[src/rtl/jk_counter_if.sv]
// Bus bundle for jk_counter: control/data inputs and registered state outputs.
interface jk_counter_if #(
  parameter int WIDTH = 32'd8
);
  logic             en_i;
  logic [1:0]       mode_i;
  logic [WIDTH-1:0] j_i;
  logic [WIDTH-1:0] k_i;
  logic [WIDTH-1:0] d_i;
  logic [WIDTH-1:0] q_o;
  logic             wrap_o;

  // Driver side: issues operations and observes the cell state.
  modport master (
    output en_i, mode_i, j_i, k_i, d_i,
    input  q_o, wrap_o
  );

  // Counter side: consumes operations and presents the cell state.
  modport slave (
    input  en_i, mode_i, j_i, k_i, d_i,
    output q_o, wrap_o
  );
endinterface

[src/rtl/jk_counter.sv]
// jk_counter: WIDTH independent JK cells that can also act together as an
// up/down counter (wrapping or saturating) or be parallel-loaded.
// wrap_o flags, one cycle late, every enabled up-count from all-ones or
// down-count from zero, whether or not the count actually wrapped.
module jk_counter #(
  parameter int          WIDTH     = 32'd8,
  parameter int unsigned RESET_VAL = 32'd0,
  parameter bit          SATURATE  = 1'b0
) (
  input  logic         clk,
  input  logic         rst_i,
  jk_counter_if.slave  bus
);

  typedef enum logic [1:0] {
    MODE_JK   = 2'b00,
    MODE_UP   = 2'b01,
    MODE_DOWN = 2'b10,
    MODE_LOAD = 2'b11
  } mode_e;

  localparam logic [WIDTH-1:0] RST_Q    = WIDTH'(RESET_VAL);
  localparam logic [WIDTH-1:0] ALL_ONES = {WIDTH{1'b1}};
  localparam logic [WIDTH-1:0] ALL_ZERO = {WIDTH{1'b0}};
  localparam logic [WIDTH-1:0] ONE      = WIDTH'(1'b1);

  logic [WIDTH-1:0] q_r;
  logic             wrap_r;
  logic [WIDTH-1:0] next_q_s;
  logic             next_wrap_s;
  mode_e            mode_s;

  assign mode_s     = mode_e'(bus.mode_i);
  assign bus.q_o    = q_r;
  assign bus.wrap_o = wrap_r;

  // Next-state selection for the cells and the terminal-count flag.
  always_comb begin
    next_q_s    = q_r;
    next_wrap_s = 1'b0;
    if (bus.en_i) begin
      case (mode_s)
        MODE_JK: begin
          // Per bit: J sets, K clears, both toggle, neither holds.
          next_q_s = (bus.j_i & ~q_r) | (~bus.k_i & q_r);
        end
        MODE_UP: begin
          if (q_r == ALL_ONES) begin
            next_wrap_s = 1'b1;
            if (SATURATE) begin
              next_q_s = q_r;
            end else begin
              next_q_s = ALL_ZERO;
            end
          end else begin
            next_q_s = q_r + ONE;
          end
        end
        MODE_DOWN: begin
          if (q_r == ALL_ZERO) begin
            next_wrap_s = 1'b1;
            if (SATURATE) begin
              next_q_s = q_r;
            end else begin
              next_q_s = ALL_ONES;
            end
          end else begin
            next_q_s = q_r - ONE;
          end
        end
        MODE_LOAD: begin
          next_q_s = bus.d_i;
        end
        default: begin
          next_q_s = q_r;
        end
      endcase
    end else begin
      next_q_s    = q_r;
      next_wrap_s = 1'b0;
    end
  end

  // State register with synchronous reset overriding every other input.
  always_ff @(posedge clk) begin
    if (rst_i) begin
      q_r    <= RST_Q;
      wrap_r <= 1'b0;
    end else begin
      q_r    <= next_q_s;
      wrap_r <= next_wrap_s;
    end
  end

endmodule
[src/flat_wrapper.sv]
// flat-port wrapper written by rule: the top's interface ports become plain ports
module jk_counter_flat 
#(
  parameter int          WIDTH     = 32'd8,
  parameter int unsigned RESET_VAL = 32'd0,
  parameter bit          SATURATE  = 1'b0
)
  (clk, rst_i, bus_en_i, bus_mode_i, bus_j_i, bus_k_i, bus_d_i, bus_q_o, bus_wrap_o);
  jk_counter_if #(.WIDTH(WIDTH)) bus_i ();
  input  logic clk;
  input  logic rst_i;
  input wire logic [$bits(bus_i.en_i)-1:0] bus_en_i;
  input wire logic [$bits(bus_i.mode_i)-1:0] bus_mode_i;
  input wire logic [$bits(bus_i.j_i)-1:0] bus_j_i;
  input wire logic [$bits(bus_i.k_i)-1:0] bus_k_i;
  input wire logic [$bits(bus_i.d_i)-1:0] bus_d_i;
  output wire logic [$bits(bus_i.q_o)-1:0] bus_q_o;
  output wire logic [$bits(bus_i.wrap_o)-1:0] bus_wrap_o;
  assign bus_i.en_i = bus_en_i;
  assign bus_i.mode_i = bus_mode_i;
  assign bus_i.j_i = bus_j_i;
  assign bus_i.k_i = bus_k_i;
  assign bus_i.d_i = bus_d_i;
  assign bus_q_o = bus_i.q_o;
  assign bus_wrap_o = bus_i.wrap_o;
  jk_counter #(.WIDTH(WIDTH), .RESET_VAL(RESET_VAL), .SATURATE(SATURATE)) u_core (.clk(clk), .rst_i(rst_i), .bus(bus_i));
endmodule
[config.mk]
export PLATFORM = sky130hd
export DESIGN_NAME = jk_counter_flat
export DESIGN_NICKNAME = d
export VERILOG_FILES = /design/src/rtl/jk_counter_if.sv /design/src/rtl/jk_counter.sv /design/src/flat_wrapper.sv
export SDC_FILE = /design/constraint.sdc
export NUM_CORES = 1
export LEC_CHECK = 0
export ABC_AREA = 1
export ABC_CLOCK_PERIOD_IN_PS = 4059
export BUFFER_PORTS_ARGS = -buffer_cell sky130_fd_sc_hd__buf_2
export CAP_MARGIN = 30
export CORE_ASPECT_RATIO = 1.25
export CORE_UTILIZATION = 53
export DETAILED_ROUTE_END_ITERATION = 10
export PLACE_DENSITY = 0.84
export SLEW_MARGIN = 5
export SYNTH_ARGS = -nofsm -noshare
export SYNTH_HDL_FRONTEND = slang
export SYNTH_SLANG_ARGS = --single-unit
[constraint.sdc]
create_clock -name clk -period 4.06 [get_ports clk]
set_input_delay 0.812 -clock clk [delete_from_list [all_inputs] [get_ports clk]]
set_output_delay 0.812 -clock clk [all_outputs]
set_load 0.05 [all_outputs]
; ---- Word level (Yosys, flattened, before mapping)
; Index checks and enable logic that the tools add are counted.
[op_classes]
n_addsub = 2
eq_ne = 4
n_mux = 6
bitwise = 6
n_reduce_logical = 3
[ops]
columns = cell, n
row1 = 8-bit case mux with 4 select lines, 1
row2 = 8-bit bitwise AND, 2
row3 = 8-bit two-way mux, 2
row4 = 8-bit inverter, 2
row5 = "8-bit by 1-bit adder with 8-bit output, second input constant", 1
row6 = "8-bit equality test, second input constant", 1
row7 = 8-bit logical NOT, 1
row8 = 8-bit OR, 1
row9 = "8-bit by 1-bit subtractor with 8-bit output, second input constant", 1
row10 = "2-bit equality test, second input constant", 2
row11 = "2-bit by 1-bit equality test with 1-bit output, second input constant", 1
row12 = 2-bit logical NOT, 1
row13 = 1-bit two-way mux, 2
row14 = 1-bit case mux with 2 select lines, 1
row15 = 2-bit OR reduction, 1
row16 = 1-bit inverter, 1
[word_totals]
regBits = 9
in_bits = 29
elab_cells = 23

; ---- Depth between registers and ports, before layout
; Gate-level depths: netlist of run 1.
[depth]
word_depth = 4
ltp_mapped = 11
mapped_depth_nobuf = 10

; ---- Worst setup path before layout of run 1
; OpenSTA, ideal clock, no wires.
[synth_path]
path_type = reg2reg
start = register u_core.q_r[0], in the netlist u_core.bus.q_o[0]
end = register u_core.q_r[0], in the netlist u_core.bus.q_o[0]
setup_time_ns = 0.122
t_arrival_ns = 1.684
required_time_ns = 3.938
slack_ns = 2.254
path_stages_with_launch = 10
synth_period_minus_slack_ns = 1.806
cell_sequence = dfxtp_1 > inv_1 > ha_1 > nand2_1 > nor2_2 > nand3_2 > a21boi_0 > nand2_1 > nand2_1 > a21oi_2
[synth_between]
elab_chain_len = 4
elab_cells_between_ends = 11
cone_classes = add/sub (2) / eq/ne (1) / mux (3) / bitwise (4) / reduce/logical (1)
[synth_lines]
columns = item, line_no
row1 = "start, declared", jk_counter.sv:27  ; logic [WIDTH-1:0] q_r;
row2 = "start signal, assigned", jk_counter.sv:90  ; q_r <= next_q_s;
row3 = "parallel branches: the longest is 3 deep, another holds 8-bit by 1-bit subtractor with 8-bit output", --
row4 = 8-bit case mux with 4 select lines (*), jk_counter.sv:42  ; case (mode_s)
; Every way passes the cells marked *.
; A chain may end at the register's enable or synchronous reset.

; ---- Worst setup path after layout of run 1
[layout_path]
start = register u_core.q_r[5], in the netlist u_core.bus.q_o[5]
end = output bus_q_o[5]
[layout_rtl]
columns = item, line_no
row1 = "end, declared", flat_wrapper.sv:17  ; output wire logic [$bits(bus_i.q_o)-1:0] bus_q_o;
; No word-level cell between the ends.

==> results of run 1 <==
## logic make-up (layout without fill, tap and decap cells)
| group | count (synthesis) | after routing | share of synthesized area |
|---|---|---|---|
| AO/OA/AOI/OAI | 44 | 44 | 0.225 |
| adder cells (fa/ha/maj) | 7 | 7 | 0.0815 |
| XOR/XNOR | 4 | 4 | 0.0326 |
| buffers and inverters | 26 | 60 | 0.115 |
| flip-flops | 9 | 9 | 0.168 |
| AND/OR/NAND/NOR | 93 | 93 | 0.378 |
## final timing paths
| check | start | end | depth (start not counted) |
|---|---|---|---|
| worst min-delay path | u_core.bus.q_o[3]$_SDFFE_PP0P_ | u_core.bus.q_o[3]$_SDFFE_PP0P_ | 2 |
| worst min register to register | u_core.bus.q_o[3]$_SDFFE_PP0P_ | u_core.bus.q_o[3]$_SDFFE_PP0P_ | 2 |
| worst max-delay path | u_core.bus.q_o[5]$_SDFFE_PP0P_ | bus_q_o[5] | 1 |
| worst max register to register | u_core.bus.q_o[0]$_SDFFE_PP0P_ | u_core.bus.q_o[6]$_SDFFE_PP0P_ | 10 |
## layout by cell type, fill, tap and decap left out, types with 3 or more instances in the layout
| cell | count |
|---|---|
| inv_2 | 4 |
| dfxtp_1 | 9 |
| nand4_1 | 4 |
| nor2_1 | 14 |
| nand3_1 | 13 |
| buf_2 | 37 |
| nor2_2 | 3 |
| inv_1 | 14 |
| xor2_1 | 3 |
| a21oi_2 | 3 |
| a21oi_1 | 17 |
| ha_1 | 7 |
| o21ai_0 | 20 |
| clkbuf_4 | 3 |
| nand2_1 | 55 |
## worst reg2reg max path, stage by stage (launching register included)
cell	delay, ps
dfxtp_1	370
inv_1	230
ha_1	230
nand2_1	70
nor2_2	140
nand2_1	100
nand3_1	100
nand2_1	60
nand2_1	110
nand2_1	60
a21oi_1	130
## per-stage QoR
stage,utilization,instances,instance area [um^2],worst slack (ps),hold slack (ps)
2_1_floorplan,-,183,1070,2250,820
3_3_place_gp,0.673,232,1230,2000,624
3_5_place_dp,0.673,232,1230,1850,629
4_1_cts,0.687,236,1260,2040,637
5_1_grt,0.687,236,1260,1990,673
6_report,0.687,236,1260,2030,638
## layer usage
metal,vias to the layer above,part of all wire
li1,671,-
met1,596,0.40
met2,63,0.51
met3,8,0.076
met4,0,0.017
met5,-,0
## registers in the layout (all words and copies together) (netlist names)
name and count:
u_core.bus.q_o 8, u_core.bus.wrap_o 1
## layout make-up
class                   count  area [um^2]  area share
multi-input cells         148          771       0.613
repair buffers             37          185       0.147
flip-flops and latches      9          180       0.143
inverters                  19         71.3      0.0567
clock buffers               4         26.3      0.0209
well taps                  19         23.8      0.0189
## where the power goes
group	switching (mW)	internal, mW
registers	0.0163	0.0949
clock network	0.0337	0.0380
logic	0.0980	0.0521
total	0.148	0.185
==> results.cfg, run 1 <==
[grt]
busiest_layer = met2
grt-ovfl-total = 0
grt_max_degree = 12
track_usage = 0.292
grt_use_met3 = 0.0655
globalRouteMet1Util = 0.344
grt_pass1_wl_mm = 5.02
grt_pass1_vias = 1186
grt_antenna_before_repair = 0
use_met2 = 0.515

[clocking]
clkTransAtPathRegs_ps = 60
htree_levels = 1
postCtsHoldBufs = 0
worstSkewPairLatency_ps = 270
cts.path.max_buffers = 2
cts_tree = yes
cts_resized = 0
cts_buffers = 3
clockRootBuffer = clkbuf_4
postCtsSetupRepairBufs = 0
clock_sinks = 9

[timing]
tns_ps = 0
fin_skew_ps = 4.50
worstMarginPinSlew_ps = 459
max-slew-margin-rel = 0.694
grt_setup_unrepaired = false
period_share = 0.500
finalHoldViolCount = 0
slew_violations = 0
fmax_mhz = 492
finalSetupViolations = 0
period_needed_ps = 2030

[synth]
ys_types = 27
syn_area_per_cell_um2 = 5.87
seq_area_frac_synth = 0.168
syn_area_um2 = 1070
synthArstFlopShare = 0
synth_top_area_share = 0.192
synthTopCellsByCount = nand2_1 (55), o21ai_0 (20), a21oi_1 (17), inv_1 (14), nor2_1 (14)
synth-edff-count = 0
ys_top_cells_by_area = nand2_1 (19%), dfxtp_1 (17%), o21ai_0 (9.3%)
syn_inst = 183
synth_flop_cell = dfxtp_1
yosysTopAreaCell = nand2_1
yosys_warnings = 0
syn_nets = 219
ys_ff_latch = 9
yosysMostFrequentCell = nand2_1

[critical_path]
cp.arrival_ps = 1220
path_max_fanout = 10
critical_path_buf_inv_count = 1
cp-end-kind = output port
path_cells = buf_2
cp.required_ps = 3250
worst_path_max_delay_cell = dfxtp_1
rrSetupSlack_ps = 2380
worstSetupPathType = flop to output port
cp-start-kind = flop
crit_family = flip-flops
max_stage_delay_ps = 600

[floorplanning]
num_io_pins = 38
die_height_um = 52.3
dieArea_um2 = 2210
rows = 17
die_w_um = 42.3
core_um2 = 1830
start_util = 0.588

[final_layout]
fillers = 193
antennaDiodeCount = 0
nets = 254
drive_above_1_share = 0.249
syn_to_final_growth_pct = 17.0

[route]
routed_wl_mm = 3.08
detail_route.iter0.violations = 48
post_drt_wl_per_cell_um = 13.1
dr.pass1.iters = 4
route.detailed.drc = 0
antenna_left = 0
dr_total_vias = 1338
routed_via_density = 5.67

[power]
ir_drop_v = 0.000253
p_leak_nw = 0.650
total_power_mw = 0.333
p_per_area_nw_per_um2 = 265

[placement]
place_congestion = 0.907
portBuffers = 37
dp_hpwl_mm = 2.42

[flow_run]
max-cap-violations = 0

[status]
status = finished clean

[min_path]
hp-class = flop to flop
Power figures use the tool's default switching activity.
==> run 2: changes to the inputs <==
- ABC_AREA: 1 -> 0
- ABC_CLOCK_PERIOD_IN_PS: 4059 -> 2100
- CORE_UTILIZATION: 53 -> 49
- PLACE_DENSITY: 0.84 -> 0.8
- clock period: 4.06 -> 2.1 ns (I/O delays scaled with it)
==> run 2 against run 1 <==
  * Worst setup slack worse by 1700 ps
  * Global-route usage decreased by 3.4 points
  * Critical endpoint is now u_core.bus.q_o[3]$_SDFFE_PP0P_
  * Sequential cell count stayed put
  * Clock power grew 110%
  * Cell area decreased by 3.2%
  * Sequential power rose by 93%
  * Routed wire length is 11% lower
  * Hold slack lost 240 ps
  * Sequential share of layout area increased by 0.47 points
  * Core utilization decreased by 3.0 points
  * Die area grew 1.1%
  * Critical path depth up 5
==> results.cfg, run 2 <==
[route]
post_drt_wl_per_cell_um = 14.5
antenna_left = 0
detail_route.iter0.violations = 44
routed_via_density = 6.08
route.detailed.drc = 0
routed_wl_mm = 2.76
dr_total_vias = 1156
dr.pass1.iters = 4

[synth]
synth_xor_area_frac = 0.0523
syn_area_um2 = 1000
synth_flop_cell = dfxtp_1
ys_types = 35
ys_top_cells_by_area = dfxtp_1 (18%), a21oi_1 (9.5%), ha_1 (8.7%)
synthSimpleGateAreaFrac = 0.290
ys_ff_latch = 9
syn_area_per_cell_um2 = 7.39
synth_top_area_share = 0.179
synthArstFlopShare = 0
syn_inst = 136
synthTopCellsByCount = a21oi_1 (19), nand2_1 (10), nand2b_1 (10), dfxtp_1 (9)
yosys_warnings = 0
seq_area_frac_synth = 0.179
synth-edff-count = 0
yosysTopAreaCell = dfxtp_1
yosysMostFrequentCell = a21oi_1
muxShareOfSynthArea = 0.00996
synth_top_family_by_area = compound AO/OA/AOI/OAI gates
synth_compound_area_frac = 0.303
synthAdderAreaFrac = 0.0872
syn_nets = 172

[final_layout]
largest_reg_flops = 8
nets = 208
final_cell_mix = buf_2 (37), a21oi_1 (19), nand2_1 (10), nand2b_1 (10), dfxtp_1 (9)
antennaDiodeCount = 0
mostFrequentLayoutCell = buf_2
drive_above_1_share = 0.287
fin_cells = 190
syn_to_final_growth_pct = 21.2

[critical_path]
cp.required_ps = 2260
r2r_cells = 6
cp.arrival_ps = 1940
cp-start-kind = flop
path_cells = ha_1 -> nand2_1 -> nor3_1 -> nor2b_1 -> a222oi_1 -> a21oi_1
max_stage_delay_ps = 470
worstSetupPathType = flop to flop
r2r_start = u_core.bus.q_o[0]$_SDFFE_PP0P_
cp-end-kind = flop
path_max_fanout = 9
worst_path_max_delay_cell = dfxtp_1
r2r-end = u_core.bus.q_o[3]$_SDFFE_PP0P_
rrSetupSlack_ps = 320

[grt]
grt_antenna_before_repair = 0
grt-ovfl-total = 0
track_usage = 0.258
grt_pass1_vias = 974
grt_pass1_wl_mm = 4.33
grt_max_degree = 14

[clocking]
cts_tree = yes
postCtsSetupRepairBufs = 0
cts_resized = 0
cts.path.max_buffers = 2
clockRootBuffer = clkbuf_4
cts_buffers = 3
clock_sinks = 9
worstSkewPairLatency_ps = 280
clkTransAtPathRegs_ps = 70
htree_levels = 1
postCtsHoldBufs = 0

[timing]
tns_ps = 0
fin_skew_ps = 4.98
max-slew-margin-rel = 0.702
grt_setup_unrepaired = false
timing.hold.ws_ps = 401
slew_violations = 0
worstMarginPinSlew_ps = 447
period_needed_ps = 1780
finalHoldViolCount = 0
period_share = 0.849
fmax_mhz = 561
finalSetupViolations = 0

[min_path]
hp-class = primary input to flop
worstHoldStart = bus_d_i[1]
whs_path_depth = 3
hold_end = u_core.bus.q_o[1]$_SDFFE_PP0P_

[power]
ir_drop_v = 0.000357
p_leak_nw = 0.534
p_per_area_nw_per_um2 = 520

[floorplanning]
num_io_pins = 38
start_util = 0.543
die_height_um = 52.6
rows = 17
die_w_um = 42.5
dieArea_um2 = 2240
core_um2 = 1850

[status]
status = finished clean

[placement]
portBuffers = 37
dp.cells = 186
dp_hpwl_mm = 2.06
place_congestion = 0.855

[flow_run]
max-cap-violations = 0
## run 2: worst max path at each step
| stage | startpoint | to | cells past startpoint |
|---|---|---|---|
| 3_5_place_dp | bus_mode_i[0] | u_core.bus.q_o[5]$_SDFFE_PP0P_ | 8 |
| 6_report | u_core.bus.q_o[0]$_SDFFE_PP0P_ | u_core.bus.q_o[3]$_SDFFE_PP0P_ | 6 |
| 2_1_floorplan | u_core.bus.q_o[1]$_SDFFE_PP0P_ | u_core.bus.q_o[3]$_SDFFE_PP0P_ | 6 |
| 4_1_cts | u_core.bus.q_o[0]$_SDFFE_PP0P_ | u_core.bus.q_o[3]$_SDFFE_PP0P_ | 6 |
| 5_1_grt | u_core.bus.q_o[0]$_SDFFE_PP0P_ | u_core.bus.q_o[3]$_SDFFE_PP0P_ | 6 |
| 3_3_place_gp | bus_mode_i[0] | u_core.bus.q_o[5]$_SDFFE_PP0P_ | 8 |
## run 2: layout make-up
cell class	instances	area [um^2]
multi-input cells	110	746
inverters	7	26.3
clock buffers	4	26.3
flip-flops and latches	9	180
repair buffers	41	215
fillers	172	633
well taps	19	23.8
## run 2: power breakdown
group / switching, mW / internal [mW]
clock network: 0.0766 / 0.0739
logic: 0.159 / 0.110
registers: 0.0296 / 0.184
total: 0.265 / 0.368
## run 2: kinds of logic (layout without fill, tap and decap cells)
family	after synthesis	after routing
AOI/OAI and AO/OA	47	47
adders and majority gates	7	7
and+or+nand+nor	49	49
DFF	9	9
muxes	1	1
xor gates and xnor gates	6	6
buffers and inverters	17	52
## run 2: routing by layer
| layer | GRT usage | wire (um) | vias to the layer above |
|---|---|---|---|
| li1 | - | - | 567 |
| met4 | 0.141 | 61 | 0 |
| met1 | 0.305 | 1170 | 536 |
| met2 | 0.451 | 1370 | 44 |
| met5 | 0 | 0 | - |
| met3 | 0.0276 | 157 | 9 |
## run 2: through the flow
stage | cell area (um^2) | power [mW] | utilization | setup slack (ps)
3_5_place_dp | 1190 | 0.483 | 0.644 | 245
2_1_floorplan | 1000 | 0.412 | - | 168
4_1_cts | 1220 | 0.628 | 0.658 | 356
5_1_grt | 1220 | 0.660 | 0.658 | 153
3_3_place_gp | 1190 | 0.476 | 0.644 | 285
6_report | 1220 | 0.633 | 0.658 | 318
## run 2: worst max-delay path: cells and delay by family, from the launching register on
kind                       cells  cell delay, ps
AOI/OAI and AO/OA              2             400
adders and majority gates      1             260
DFF                            1             470
and+or+nand+nor                3             530
